**src/rtl/clk_period_meter_if.sv**
```systemverilog
// clk_period_meter_if
//   Groups the measurement control input, the signal under test and the
//   measurement results of clk_period_meter into one bundle.
//
//   master : the stimulus/consumer side (drives en, sig_in; reads results)
//   slave  : the meter itself (reads en, sig_in; drives results)
//
//   en           measurement enable
//   sig_in       clock-like signal to measure, asynchronous to ref_clock
//   period       last measured period in ref_clock cycles
//   high_time    high cycles within the last period (0 without the duty option)
//   period_valid one-cycle strobe when period/high_time update
//   locked       two consecutive equal periods seen
//   timeout      sticky: no rising edge within the timeout window
interface clk_period_meter_if #(
    parameter int WIDTH = 32
);
    logic             en;
    logic             sig_in;
    logic [WIDTH-1:0] period;
    logic [WIDTH-1:0] high_time;
    logic             period_valid;
    logic             locked;
    logic             timeout;

    modport master (
        output en, sig_in,
        input  period, high_time, period_valid, locked, timeout
    );

    modport slave (
        input  en, sig_in,
        output period, high_time, period_valid, locked, timeout
    );
endinterface

```
**src/rtl/clk_period_meter.sv**
```systemverilog
// clk_period_meter
//   Recovers the period (divisor) of a clock-like signal in ref_clock cycles.
//   sig_in is synchronized, rising edges are detected, and the number of
//   ref_clock posedges between consecutive rises is reported with a
//   one-cycle period_valid strobe. locked means the last two completed
//   periods matched; timeout is sticky and set when no rise arrives within
//   TIMEOUT cycles of the previous one.
//
//   Optional feature: define CLK_METER_DUTY_EN to count high cycles per
//   period into high_time. Without it the high counter is absent and
//   high_time is tied to 0.
//
//   Ports:
//     ref_clock  sole clock, posedge
//     rst        synchronous, active-high reset
//     bus        clk_period_meter_if.slave (en, sig_in in; results out)
//
//   Parameters:
//     WIDTH        counter / result width
//     SYNC_STAGES  synchronizer depth on sig_in (>= 2)
//     TIMEOUT      cycles without a rise before abort (2 .. 2^WIDTH-1)
module clk_period_meter #(
    parameter int          WIDTH       = 32,
    parameter int          SYNC_STAGES = 2,
    parameter int unsigned TIMEOUT     = 32'hFFFF_FFFF
) (
    input  logic              ref_clock,
    input  logic              rst,
    clk_period_meter_if.slave bus
);
    localparam logic [WIDTH-1:0] TIMEOUT_W = WIDTH'(TIMEOUT);

    typedef enum logic {
        IDLE,
        MEASURE
    } state_e;

    state_e                 state_q;
    logic [SYNC_STAGES-1:0] sync_q;
    logic                   s_d_q;
    logic [WIDTH-1:0]       cnt_q;
    // Previous completed period; 0 means "none yet" since a real period is >= 2.
    logic [WIDTH-1:0]       prev_q;
    logic [WIDTH-1:0]       period_q;
    logic                   valid_q;
    logic                   locked_q;
    logic                   timeout_q;
`ifdef CLK_METER_DUTY_EN
    logic [WIDTH-1:0]       hcnt_q;
    logic [WIDTH-1:0]       high_q;
`endif

    logic s;
    logic rise;

    assign s    = sync_q[SYNC_STAGES-1];
    assign rise = s & ~s_d_q;

    always_ff @(posedge ref_clock) begin
        if (rst) begin
            state_q   <= IDLE;
            sync_q    <= '0;
            s_d_q     <= 1'b0;
            cnt_q     <= '0;
            prev_q    <= '0;
            period_q  <= '0;
            valid_q   <= 1'b0;
            locked_q  <= 1'b0;
            timeout_q <= 1'b0;
`ifdef CLK_METER_DUTY_EN
            hcnt_q    <= '0;
            high_q    <= '0;
`endif
        end else begin
            sync_q  <= {sync_q[SYNC_STAGES-2:0], bus.sig_in};
            s_d_q   <= s;
            valid_q <= 1'b0;

            if (!bus.en) begin
                // Discard the partial measurement; results hold, lock drops.
                state_q  <= IDLE;
                cnt_q    <= '0;
                prev_q   <= '0;
                locked_q <= 1'b0;
`ifdef CLK_METER_DUTY_EN
                hcnt_q   <= '0;
`endif
            end else begin
                case (state_q)
                    IDLE: begin
                        if (rise) begin
                            state_q <= MEASURE;
                            cnt_q   <= WIDTH'(1);
`ifdef CLK_METER_DUTY_EN
                            hcnt_q  <= WIDTH'(1);
`endif
                        end else begin
                            cnt_q   <= '0;
`ifdef CLK_METER_DUTY_EN
                            hcnt_q  <= '0;
`endif
                        end
                    end
                    MEASURE: begin
                        // A rise on the TIMEOUT cycle still completes a period.
                        if (rise) begin
                            period_q  <= cnt_q;
                            valid_q   <= 1'b1;
                            timeout_q <= 1'b0;
                            locked_q  <= (cnt_q == prev_q);
                            prev_q    <= cnt_q;
                            cnt_q     <= WIDTH'(1);
`ifdef CLK_METER_DUTY_EN
                            high_q    <= hcnt_q;
                            hcnt_q    <= WIDTH'(1);
`endif
                        end else if (cnt_q == TIMEOUT_W) begin
                            state_q   <= IDLE;
                            timeout_q <= 1'b1;
                            locked_q  <= 1'b0;
                            prev_q    <= '0;
                            cnt_q     <= '0;
`ifdef CLK_METER_DUTY_EN
                            hcnt_q    <= '0;
`endif
                        end else begin
                            cnt_q     <= cnt_q + WIDTH'(1);
`ifdef CLK_METER_DUTY_EN
                            hcnt_q    <= hcnt_q + {{(WIDTH-1){1'b0}}, s};
`endif
                        end
                    end
                    default: state_q <= IDLE;
                endcase
            end
        end
    end

    assign bus.period       = period_q;
    assign bus.period_valid = valid_q;
    assign bus.locked       = locked_q;
    assign bus.timeout      = timeout_q;
`ifdef CLK_METER_DUTY_EN
    assign bus.high_time    = high_q;
`else
    assign bus.high_time    = '0;
`endif

endmodule

```
**src/flat_wrapper.sv**
```systemverilog
// flat-port wrapper written by rule: the top's interface ports become plain ports
module clk_period_meter_flat 
#(
    parameter int          WIDTH       = 32,
    parameter int          SYNC_STAGES = 2,
    parameter int unsigned TIMEOUT     = 32'hFFFF_FFFF
)
  (ref_clock, rst, bus_en, bus_sig_in, bus_period, bus_high_time, bus_period_valid, bus_locked, bus_timeout);
  clk_period_meter_if #(.WIDTH(WIDTH)) bus_i ();
  input  logic ref_clock;
  input  logic rst;
  input wire logic [$bits(bus_i.en)-1:0] bus_en;
  input wire logic [$bits(bus_i.sig_in)-1:0] bus_sig_in;
  output wire logic [$bits(bus_i.period)-1:0] bus_period;
  output wire logic [$bits(bus_i.high_time)-1:0] bus_high_time;
  output wire logic [$bits(bus_i.period_valid)-1:0] bus_period_valid;
  output wire logic [$bits(bus_i.locked)-1:0] bus_locked;
  output wire logic [$bits(bus_i.timeout)-1:0] bus_timeout;
  assign bus_i.en = bus_en;
  assign bus_i.sig_in = bus_sig_in;
  assign bus_period = bus_i.period;
  assign bus_high_time = bus_i.high_time;
  assign bus_period_valid = bus_i.period_valid;
  assign bus_locked = bus_i.locked;
  assign bus_timeout = bus_i.timeout;
  clk_period_meter #(.WIDTH(WIDTH), .SYNC_STAGES(SYNC_STAGES), .TIMEOUT(TIMEOUT)) u_core (.ref_clock(ref_clock), .rst(rst), .bus(bus_i));
endmodule
```
**config.mk**
```make
export PLATFORM = sky130hd
export DESIGN_NAME = clk_period_meter_flat
export DESIGN_NICKNAME = d
export VERILOG_FILES = /design/src/rtl/clk_period_meter_if.sv /design/src/rtl/clk_period_meter.sv /design/src/flat_wrapper.sv
export SDC_FILE = /design/constraint.sdc
export NUM_CORES = 1
export LEC_CHECK = 0
export BUFFER_PORTS_ARGS = -buffer_cell sky130_fd_sc_hd__buf_2
export CORE_MARGIN = 3
export CORE_UTILIZATION = 37
export DETAILED_ROUTE_END_ITERATION = 10
export MAX_ROUTING_LAYER = met4
export SETUP_SLACK_MARGIN = 0.15
export SYNTH_ARGS = -nofsm -noshare
export SYNTH_HDL_FRONTEND = slang
export SYNTH_SLANG_ARGS = --single-unit
```
**constraint.sdc**
```tcl
create_clock -name ref_clock -period 2.1 [get_ports ref_clock]
set_input_delay 0.21 -clock ref_clock [delete_from_list [all_inputs] [get_ports ref_clock]]
set_output_delay 0.21 -clock ref_clock [all_outputs]
set_load 0.05 [all_outputs]
```
==> run metrics, run 1 <==
status complete, no violations; die height 115.2 um; nature of the critical path startpoint flop; post-route ant nets 0; Die Area 13280 um2; compound-gate portion of the synthesized area 11.85%; Mapped Area between 4000 and 5000 um2; deepest clock path buffer count 2; fraction of layout cells with a size suffix above 1 between 10% and 20%; critical path class flop to flop; via density per instance 4.856; Layout Nets ~550; Switching Share around a quarter; Min-Delay Path Depth 2; Post-Synth XOR/XNOR Area 11.90%; CTS Root Cell clkbuf_16; first-pass GRT wire length 15.36 mm; Area after DPL slightly below 5000 um2; DRT Wirelength 9.206 mm; sequential power share 51.0%; DR WL/cell 13.36 um; pwr/cell area 748.8 nW/um2; row cnt 39; synthesis-to-layout area growth 16.01%; WHS approximately 75 ps; CTS Sinks slightly above 100; worst clock skew approximately 7.9 ps; Comb power frac 4.5%; #FFs+latches synth between 100 and 150; Slew Limit Fails 0; Fillers 1125; pin count of the biggest net entering global routing 34; initial antenna violation count 0; leakage 2.109 nW; Clock Power Share about 44%; Cell variety after synth 34; cts bufs inserted 9; number of global-route vias before repair 3046; R2R depth 6; CP arrival approximately 2100 ps; Simple-Gate Fraction of Synth Area 18.79%; Worst EP required about 2400 ps; worst min path class input pin to flop; R2R Setup Slk 280 ps; Overall Power 0.003835 W; element type at the critical path end flop; Port-buffer cells 38; drt pass-1 iters 4; PostCTS Resize Cnt 0; setup_tns 0 ps; Cells after Synth 489; multiplexer share of the synthesized area 0%; largest family of logic cells by synthesized area simple AND/OR/NAND/NOR gates; fin crit share 86.89%; die span in x roughly 120 um; Inserted Diodes 0; internal power 0.002915 W; final setup fails 0; end-of-flow core utilization 44.47%; Hold Vio Cnt, Final 0; 1st-iter DRT viols 162; Starting Density a little under two fifths; number of synthesis warnings 0; Max Cap Viol 0; dpl hpwl 6.698 mm; CTS tree yes; CTS Hold Bufs 0; fin crit period about 1800 ps; register area share after synthesis between 40% and 50%; worst-path fanout max 13; fmax 548.0 MHz; I/O pin count 71; gpl congestion 0.8274; total grt overflow 0; Synth Area per Inst 9.027 um2; Total GRT Usage 15.01%; Max VDD drop approximately 0.33 mV; Clk pin slew, worst setup/hold paths 70 ps; Adder-Cell Fraction of Synth Area 0.2834%; P_sw between 0.0009 and 0.001 W; Clk Latency, worst-skew pair 340 ps; H-Tree Depth 3; core area 11520 um2; design area 5121 um2; RSZ-0062 raised after global routing no; vias 3346; drt drc 0
synth_stat cells (all sizes together):
cell	number	area (um2)
o21a	1	7.510
nand3	14	70.07
o2bb2ai	1	15.01
and3	8	55.05
nor4	5	31.28
clkbuf	24	91.33
nand4	19	118.9
dfxtp	103	2062
a31oi	2	12.51
o21ai	2	10.01
and4	4	37.54
ha	1	12.51
nand2	73	274.0
and2b	1	7.510
nor3	5	36.29
inv	3	11.26
a21oi	36	180.2
nor2	38	142.6
buf	47	355.3
and2	1	6.260
nand2b	2	12.51
a22o	31	271.5
xnor2	22	192.7
a221oi	1	26.28
xor2	38	332.8
or3	2	12.51
conb	1	3.750
nor2b	4	25.02
registers in the layout, summed over array words and instances (netlist names):
register,count
u_core.bus.locked,1
u_core.bus.period,32
u_core.bus.period_valid,1
u_core.bus.timeout,1
u_core.cnt_q,32
u_core.prev_q,32
u_core.s_d_q,1
u_core.state_q,1
u_core.sync_q,2
final timing paths:
path	start	endpoint
hold / removal	bus_sig_in	u_core.sync_q[0]$_SDFF_PP0_
hold reg to reg	u_core.sync_q[0]$_SDFF_PP0_	u_core.sync_q[1]$_SDFF_PP0_
setup / recovery	u_core.cnt_q[13]$_SDFF_PP0_	u_core.cnt_q[27]$_SDFF_PP0_
setup reg to reg	u_core.cnt_q[13]$_SDFF_PP0_	u_core.cnt_q[27]$_SDFF_PP0_
logic make-up after synthesis:
| logic type | count (synthesis) |
|---|---|
| other | 1 |
| buffers and inverters | 74 |
| and+or+nand+nor | 176 |
| AOI/OAI and AO/OA | 74 |
| adders and majority gates | 1 |
| xor gates and xnor gates | 60 |
| DFF | 103 |
worst max-delay path, stage by stage (launching register included):
cell and delay (ps):
dfxtp_1 460, and4_4 290, and4_1 250, buf_4 200, nand3_1 100, or3_1 320
a21oi_1 140
power groups by stage:
stage / clock (W) / sequential (W) / combinational (W)
global placement: 0 / 0.00200 / 0.000172
floorplan: 0 / 0.00200 / 0.000206
finish: 0.00170 / 0.00196 / 0.000174
detailed placement: 0 / 0.00200 / 0.000174
global route: 0.00182 / 0.00196 / 0.000183
CTS: 0.00175 / 0.00196 / 0.000173
what timing repair did:
| action | CTS | global route |
|---|---|---|
| setup endpoints to repair | 0 | 17 |
| setup buffers | 0 | 1 |
| hold endpoints to repair | 0 | 0 |
area by class of cell:
class,instances,area [um2],share of cell area (%)
clock buffer,10,229.0,4.471
clock inverter,6,73.82,1.441
inverter,3,11.26,0.2199
multi-input combinational,343,2016,39.36
sequential,103,2062,40.26
tap,143,178.9,3.494
timing repair buffer,81,550.5,10.75
metal layers:
layer | vias up | GRT usage, % | wire length (um)
li1 | 1683 | - | -
met1 | 1556 | 19.69 | 4455
met2 | 89 | 22.57 | 4164
met3 | 18 | 3.158 | 408
met4 | 0 | 6.025 | 178
met5 | - | - | 0
per-stage QoR:
step | cells | worst slack (ps)
after detailed placement | 672 | 277.6
after floorplan | 520 | 370.3
after global placement | 672 | 305.4
after global routing | 689 | 162.7
after CTS | 688 | 271.1
final | 689 | 275.3
cells in the final DEF, fill, tap and decap left out, drive strengths merged, types with 2 or more instances in the layout:
| master | netlist | layout |
|---|---|---|
| nand4 | 19 | 19 |
| clkbuf | 24 | 10 |
| xnor2 | 22 | 22 |
| xor2 | 38 | 38 |
| o21ai | 2 | 2 |
| a22o | 31 | 31 |
| nand2b | 2 | 2 |
| a21oi | 36 | 36 |
| nand3 | 14 | 14 |
| dfxtp | 103 | 103 |
| nor2b | 4 | 4 |
| conb | 1 | 32 |
| nor4 | 5 | 5 |
| buf | 47 | 81 |
| nor3 | 5 | 5 |
| a31oi | 2 | 2 |
| and4 | 4 | 4 |
| or3 | 2 | 2 |
| nand2 | 73 | 73 |
| inv | 3 | 7 |
| nor2 | 38 | 38 |
| and3 | 8 | 8 |
(Power assumes the default switching activity.)
==> run 2, diff against run 1 <==
--- a/config.mk
+++ b/config.mk
@@ -6,9 +6,11 @@
 export NUM_CORES = 1
 export LEC_CHECK = 0
 export BUFFER_PORTS_ARGS = -buffer_cell sky130_fd_sc_hd__buf_2
-export CORE_MARGIN = 3
+export CORE_MARGIN = 8
 export CORE_UTILIZATION = 37
+export CTS_BUF_LIST = sky130_fd_sc_hd__clkbuf_16
 export DETAILED_ROUTE_END_ITERATION = 10
+export GPL_ROUTABILITY_DRIVEN = 0
 export MAX_ROUTING_LAYER = met4
 export SETUP_SLACK_MARGIN = 0.15
 export SYNTH_ARGS = -nofsm -noshare
==> run metrics, run 2 (synthesis gave the netlist of run 1 again) <==
CTS Sinks between 100 and 150; die height around 130 um; initial antenna violation count 0; P_sw 0.0008298 W; CTS tree yes; cts bufs inserted 9; Max Cap Viol 0; buffers and inverters on the worst path 2; fraction of layout cells with a size suffix above 1 18.83%; Area after DPL roughly 4800 um2; via density per instance 4.841; design area between 5000 and 6000 um2; number of global-route vias before repair 3342; worst-path fanout max 32; DRT Wirelength 9.897 mm; CTS Hold Bufs 0; DR WL/cell about 14 um; deepest clock path buffer count 2; drt pass-1 iters 4; dpl hpwl 7.255 mm; element type at the critical path end flop; critical path's slowest cell dfxtp_1; Comb power frac 4.7%; commonest non-fill, non-tap cell in the layout dfxtp_1; drt drc 0; CP top delay family simple AND/OR/NAND/NOR gates; setup_tns 0 ps; Starting Density 37.37%; critical path class flop to flop; fin crit period approximately 1800 ps; fmax ~550 MHz; most frequent cells in the layout dfxtp_1, nand2_1, buf_4; end-of-flow core utilization between 40% and 50%; pwr/cell area 723.1 nW/um2; Clk pin slew, worst setup/hold paths roughly 60 ps; I/O pin count 71; post-route ant nets 0; Die Area between 15000 and 20000 um2; Hold Vio Cnt, Final 0; H-Tree Depth 3; fin crit share around 87%; Switching Share 22.46%; core area roughly 12000 um2; worst min path class input pin to flop; internal power roughly 0.0029 W; Total GRT Usage a little over an eighth; placed cell count 678; total grt overflow 0; 1st-iter DRT viols 190; Inserted Diodes 0; vias 3360; worst clock skew between 7 and 8 ps; RSZ-0062 raised after global routing no; Cell Chain, Critical Path ha_1 > nand3_1 > nor3_1 > buf_4 > and3_4 > a221oi_4 > buf_12 > a22o_1; leakage 2.116 nW; Max VDD drop 0.3757 mV; pin count of the biggest net entering global routing 33; Clock Power Share 42.3%; status complete, no violations; row cnt 40; final setup fails 0; Layout Nets 549; CP arrival about 2100 ps; synthesis-to-layout area growth 15.76%; nature of the critical path startpoint flop; die span in x 125.2 um; Slew Limit Fails 0; Fillers 1204; Worst EP required 2330 ps; Clk Latency, worst-skew pair between 300 and 400 ps; final std cells w/o fill 694; CP peak stage delay 330 ps; sequential power share ~53%; WHS roughly 81 ps; first-pass GRT wire length 16.73 mm; Port-buffer cells 38; CTS Root Cell clkbuf_16
==> run 2: final cells by class <==
cell class | instances | area [um2] | area share [%]
inverter | 3 | 11.26 | 0.2204
clock buffer | 9 | 225.2 | 4.407
clock inverter | 5 | 45.04 | 0.8815
sequential | 103 | 2063 | 40.38
multi-input combinational | 343 | 2021 | 39.54
tap | 147 | 183.9 | 3.599
timing repair buffer | 84 | 560.5 | 10.97
==> run 2: per-layer routing <==
layer	GRT usage (%)	part of all wire (%)	vias to the layer above
li1	-	-	1690
met1	16.08	47	1578
met2	21.32	46	80
met3	3.910	6.0	12
met4	4.298	1.2	0
met5	-	0	-
==> run 2: path summary, 6_finish.rpt <==
path	start	end	slack (ps)	depth (start not counted)
worst max register to register	u_core.cnt_q[1]$_SDFF_PP0_	u_core.prev_q[5]$_SDFFE_PP0P_	270	8
worst min register to register	u_core.sync_q[0]$_SDFF_PP0_	u_core.sync_q[1]$_SDFF_PP0_	440	1
worst min-delay path	bus_sig_in	u_core.sync_q[0]$_SDFF_PP0_	80	2
worst max-delay path	u_core.cnt_q[1]$_SDFF_PP0_	u_core.prev_q[5]$_SDFFE_PP0P_	270	8
==> run 2: power by group through the flow <==
| stage | clock [W] | sequential, W | combinational [W] |
|---|---|---|---|
| final | 0.00156 | 0.00196 | 0.000175 |
| after global routing | 0.00169 | 0.00196 | 0.000186 |
| after CTS | 0.00161 | 0.00196 | 0.000173 |
| after detailed placement | 0 | 0.00200 | 0.000173 |
| after global placement | 0 | 0.00200 | 0.000172 |
| after floorplan | 0 | 0.00200 | 0.000206 |
==> run 2: what timing repair did <==
item	4_1_cts	5_1_grt
resized for setup	0	2
endpoints found under the setup margin	0	43
endpoints found under the hold margin	0	0
buffers inserted	0	2
==> run 2: through the flow <==
step | power, W | setup slack (ps)
finish | 0.003695 | 271.1
global route | 0.003831 | 151.6
CTS | 0.003741 | 207.1
detailed placement | 0.002175 | 217.9
global placement | 0.002174 | 264.7
floorplan | 0.002209 | 370.3
==> run 2: worst reg2reg max path: cells and delay by family (launching register included) <==
family,cells,cell delay [ps]
buf+inv,2,420
simple gates,3,510
flops,1,330
fa+ha+maj,1,200
compound gates,2,250
==> run 3, diff against run 2 <==
--- a/config.mk
+++ b/config.mk
@@ -9,10 +9,12 @@
 export CORE_MARGIN = 8
 export CORE_UTILIZATION = 37
 export CTS_BUF_LIST = sky130_fd_sc_hd__clkbuf_16
+export CTS_CLUSTER_SIZE = 24
 export DETAILED_ROUTE_END_ITERATION = 10
 export GPL_ROUTABILITY_DRIVEN = 0
 export MAX_ROUTING_LAYER = met4
 export SETUP_SLACK_MARGIN = 0.15
+export SKIP_CTS_REPAIR_TIMING = 1
 export SYNTH_ARGS = -nofsm -noshare
 export SYNTH_HDL_FRONTEND = slang
 export SYNTH_SLANG_ARGS = --single-unit
==> constraint.sdc (replaced) <==
create_clock -name ref_clock -period 2.1 [get_ports ref_clock]
set_input_delay 0.42 -clock ref_clock [delete_from_list [all_inputs] [get_ports ref_clock]]
set_output_delay 0.42 -clock ref_clock [all_outputs]
set_load 0.05 [all_outputs]
==> run metrics, run 3 (synthesis gave the netlist of run 1 again) <==
Final WS setup 293.9 ps; Fillers 1189; row cnt 40; Worst EP required 2330 ps; cts bufs inserted 9; I/O pin count 71; Starting Density 37.37%; Clk pin slew, worst setup/hold paths 70 ps; drt pass-1 iters 4; Slew Limit Fails 0; CTS Root Cell clkbuf_16; fin crit period 1806 ps; deepest clock path buffer count 2; vias 3323; critical path's slowest cell dfxtp_2; Port-buffer cells 38; Total GRT Usage approximately an eighth; launch point of the worst path u_core.cnt_q[26]$_SDFF_PP0_; most frequent cells in the layout dfxtp_1, nand2_1, buf_4; final setup fails 0; DR WL/cell 13.78 um; nature of the critical path startpoint flop; Die Area ~16000 um2; fraction of layout cells with a size suffix above 1 19.96%; leakage 2.123 nW; DRT Wirelength 9.615 mm; Inserted Diodes 0; total grt overflow 0; Max Cap Viol 0; critical path class flop to flop; CP arrival a little over 2000 ps; fin crit share between 80% and 90%; number of global-route vias before repair 3250; worst clock skew 7.733 ps; Comb power frac 4.6%; H-Tree Depth 3; die span in x 125.2 um; dpl hpwl 7.057 mm; core area 11810 um2; worst min path class input pin to flop; post-route ant nets 0; die height 125.2 um; Switching Share 23.42%; pwr/cell area between 700 and 800 nW/um2; register area 2063 um2; CTS Sinks ~100; sequential power share 51.8%; Cell Chain, Critical Path nand4_1 > buf_4 > nor3_1 > nand4_1 > nand2_1 > buf_4 > nor2_1; initial antenna violation count 0; first-pass GRT wire length 16.06 mm; element type at the critical path end flop; 1st-iter DRT viols 148; CP peak stage delay 390 ps; critical hold path startpoint bus_sig_in; pre-CTS setup slack 232.9 ps; r2r startpoint u_core.cnt_q[26]$_SDFF_PP0_; area of the multi-input gates a little over 2000 um2; status complete, no violations; M1 GR Usage 15.27%; Hold Vio Cnt, Final 0; fmax 553.7 MHz; RSZ-0062 raised after global routing no; P_sw 0.0008856 W; Max VDD drop approximately 0.44 mV; met2 usage between 15 and 20%; synthesis-to-layout area growth 16.69%; Layout Nets 551; drt drc 0; Clk Latency, worst-skew pair 340 ps; GR Layer Usage met3 4.037%; setup_tns 0 ps; via density per instance 4.761; Clock Power Share 43.6%; commonest non-fill, non-tap cell in the layout dfxtp_1; internal power between 0.002 and 0.003 W; CTS tree yes; worst-path fanout max 9; gr busiest metal met2; pin count of the biggest net entering global routing 34
[run 3: cell count changes in the layout (fill, tap and decap cells not counted), sizes merged]
cell,before,now
clkinvlp,0,2
clkinv,1,3
buf,84,86
inv,6,4
[run 3: worst max-delay path, delay by kind of cell (launching register included)]
kind / cells / cell delay [ps]
DFF: 1 / 390
and+or+nand+nor: 5 / 920
buffers and inverters: 2 / 390
[run 3: area by class of cell]
type / count / area share [%]
inverter: 3 / 0.2186
tap: 147 / 3.571
multi-input combinational: 343 / 39.23
clock buffer: 9 / 4.372
clock inverter: 7 / 1.385
sequential: 103 / 40.05
timing repair buffer: 86 / 11.17
[run 3: power groups by stage]
stage	sequential, W	clock, W	combinational [W]
2_1_floorplan	0.00200	0	0.000206
3_3_place_gp	0.00200	0	0.000173
3_5_place_dp	0.00200	0	0.000174
4_1_cts	0.00196	0.00170	0.000174
5_1_grt	0.00196	0.00178	0.000185
6_report	0.00196	0.00165	0.000176
[run 3: through the flow]
step	power, W	utilization, %	hold WS, ps	std cells	instance area [um2]
3_3_place_gp	0.002175	40.79	418.2	678	4818
2_1_floorplan	0.002209	-	413.8	520	4531
4_1_cts	0.003828	43.31	268.8	694	5115
6_report	0.003781	43.61	287.0	698	5151
3_5_place_dp	0.002176	40.79	446.0	678	4818
5_1_grt	0.003923	43.61	295.8	698	5151
[run 3: routing by layer]
layer | share of wire, % | vias to the layer above
met2 | 46 | 74
met3 | 5.8 | 9
li1 | - | 1685
met1 | 47 | 1555
met4 | 1.1 | 0
met5 | 0 | -
[run 3: worst paths after layout]
path	to	slack, ps	cells past startpoint
hold / removal	u_core.sync_q[0]$_SDFF_PP0_	290	2
setup reg to reg	u_core.cnt_q[5]$_SDFF_PP0_	290	7
hold reg to reg	u_core.bus.period[28]$_SDFFE_PP0P_	450	2
setup / recovery	u_core.cnt_q[5]$_SDFF_PP0_	290	7
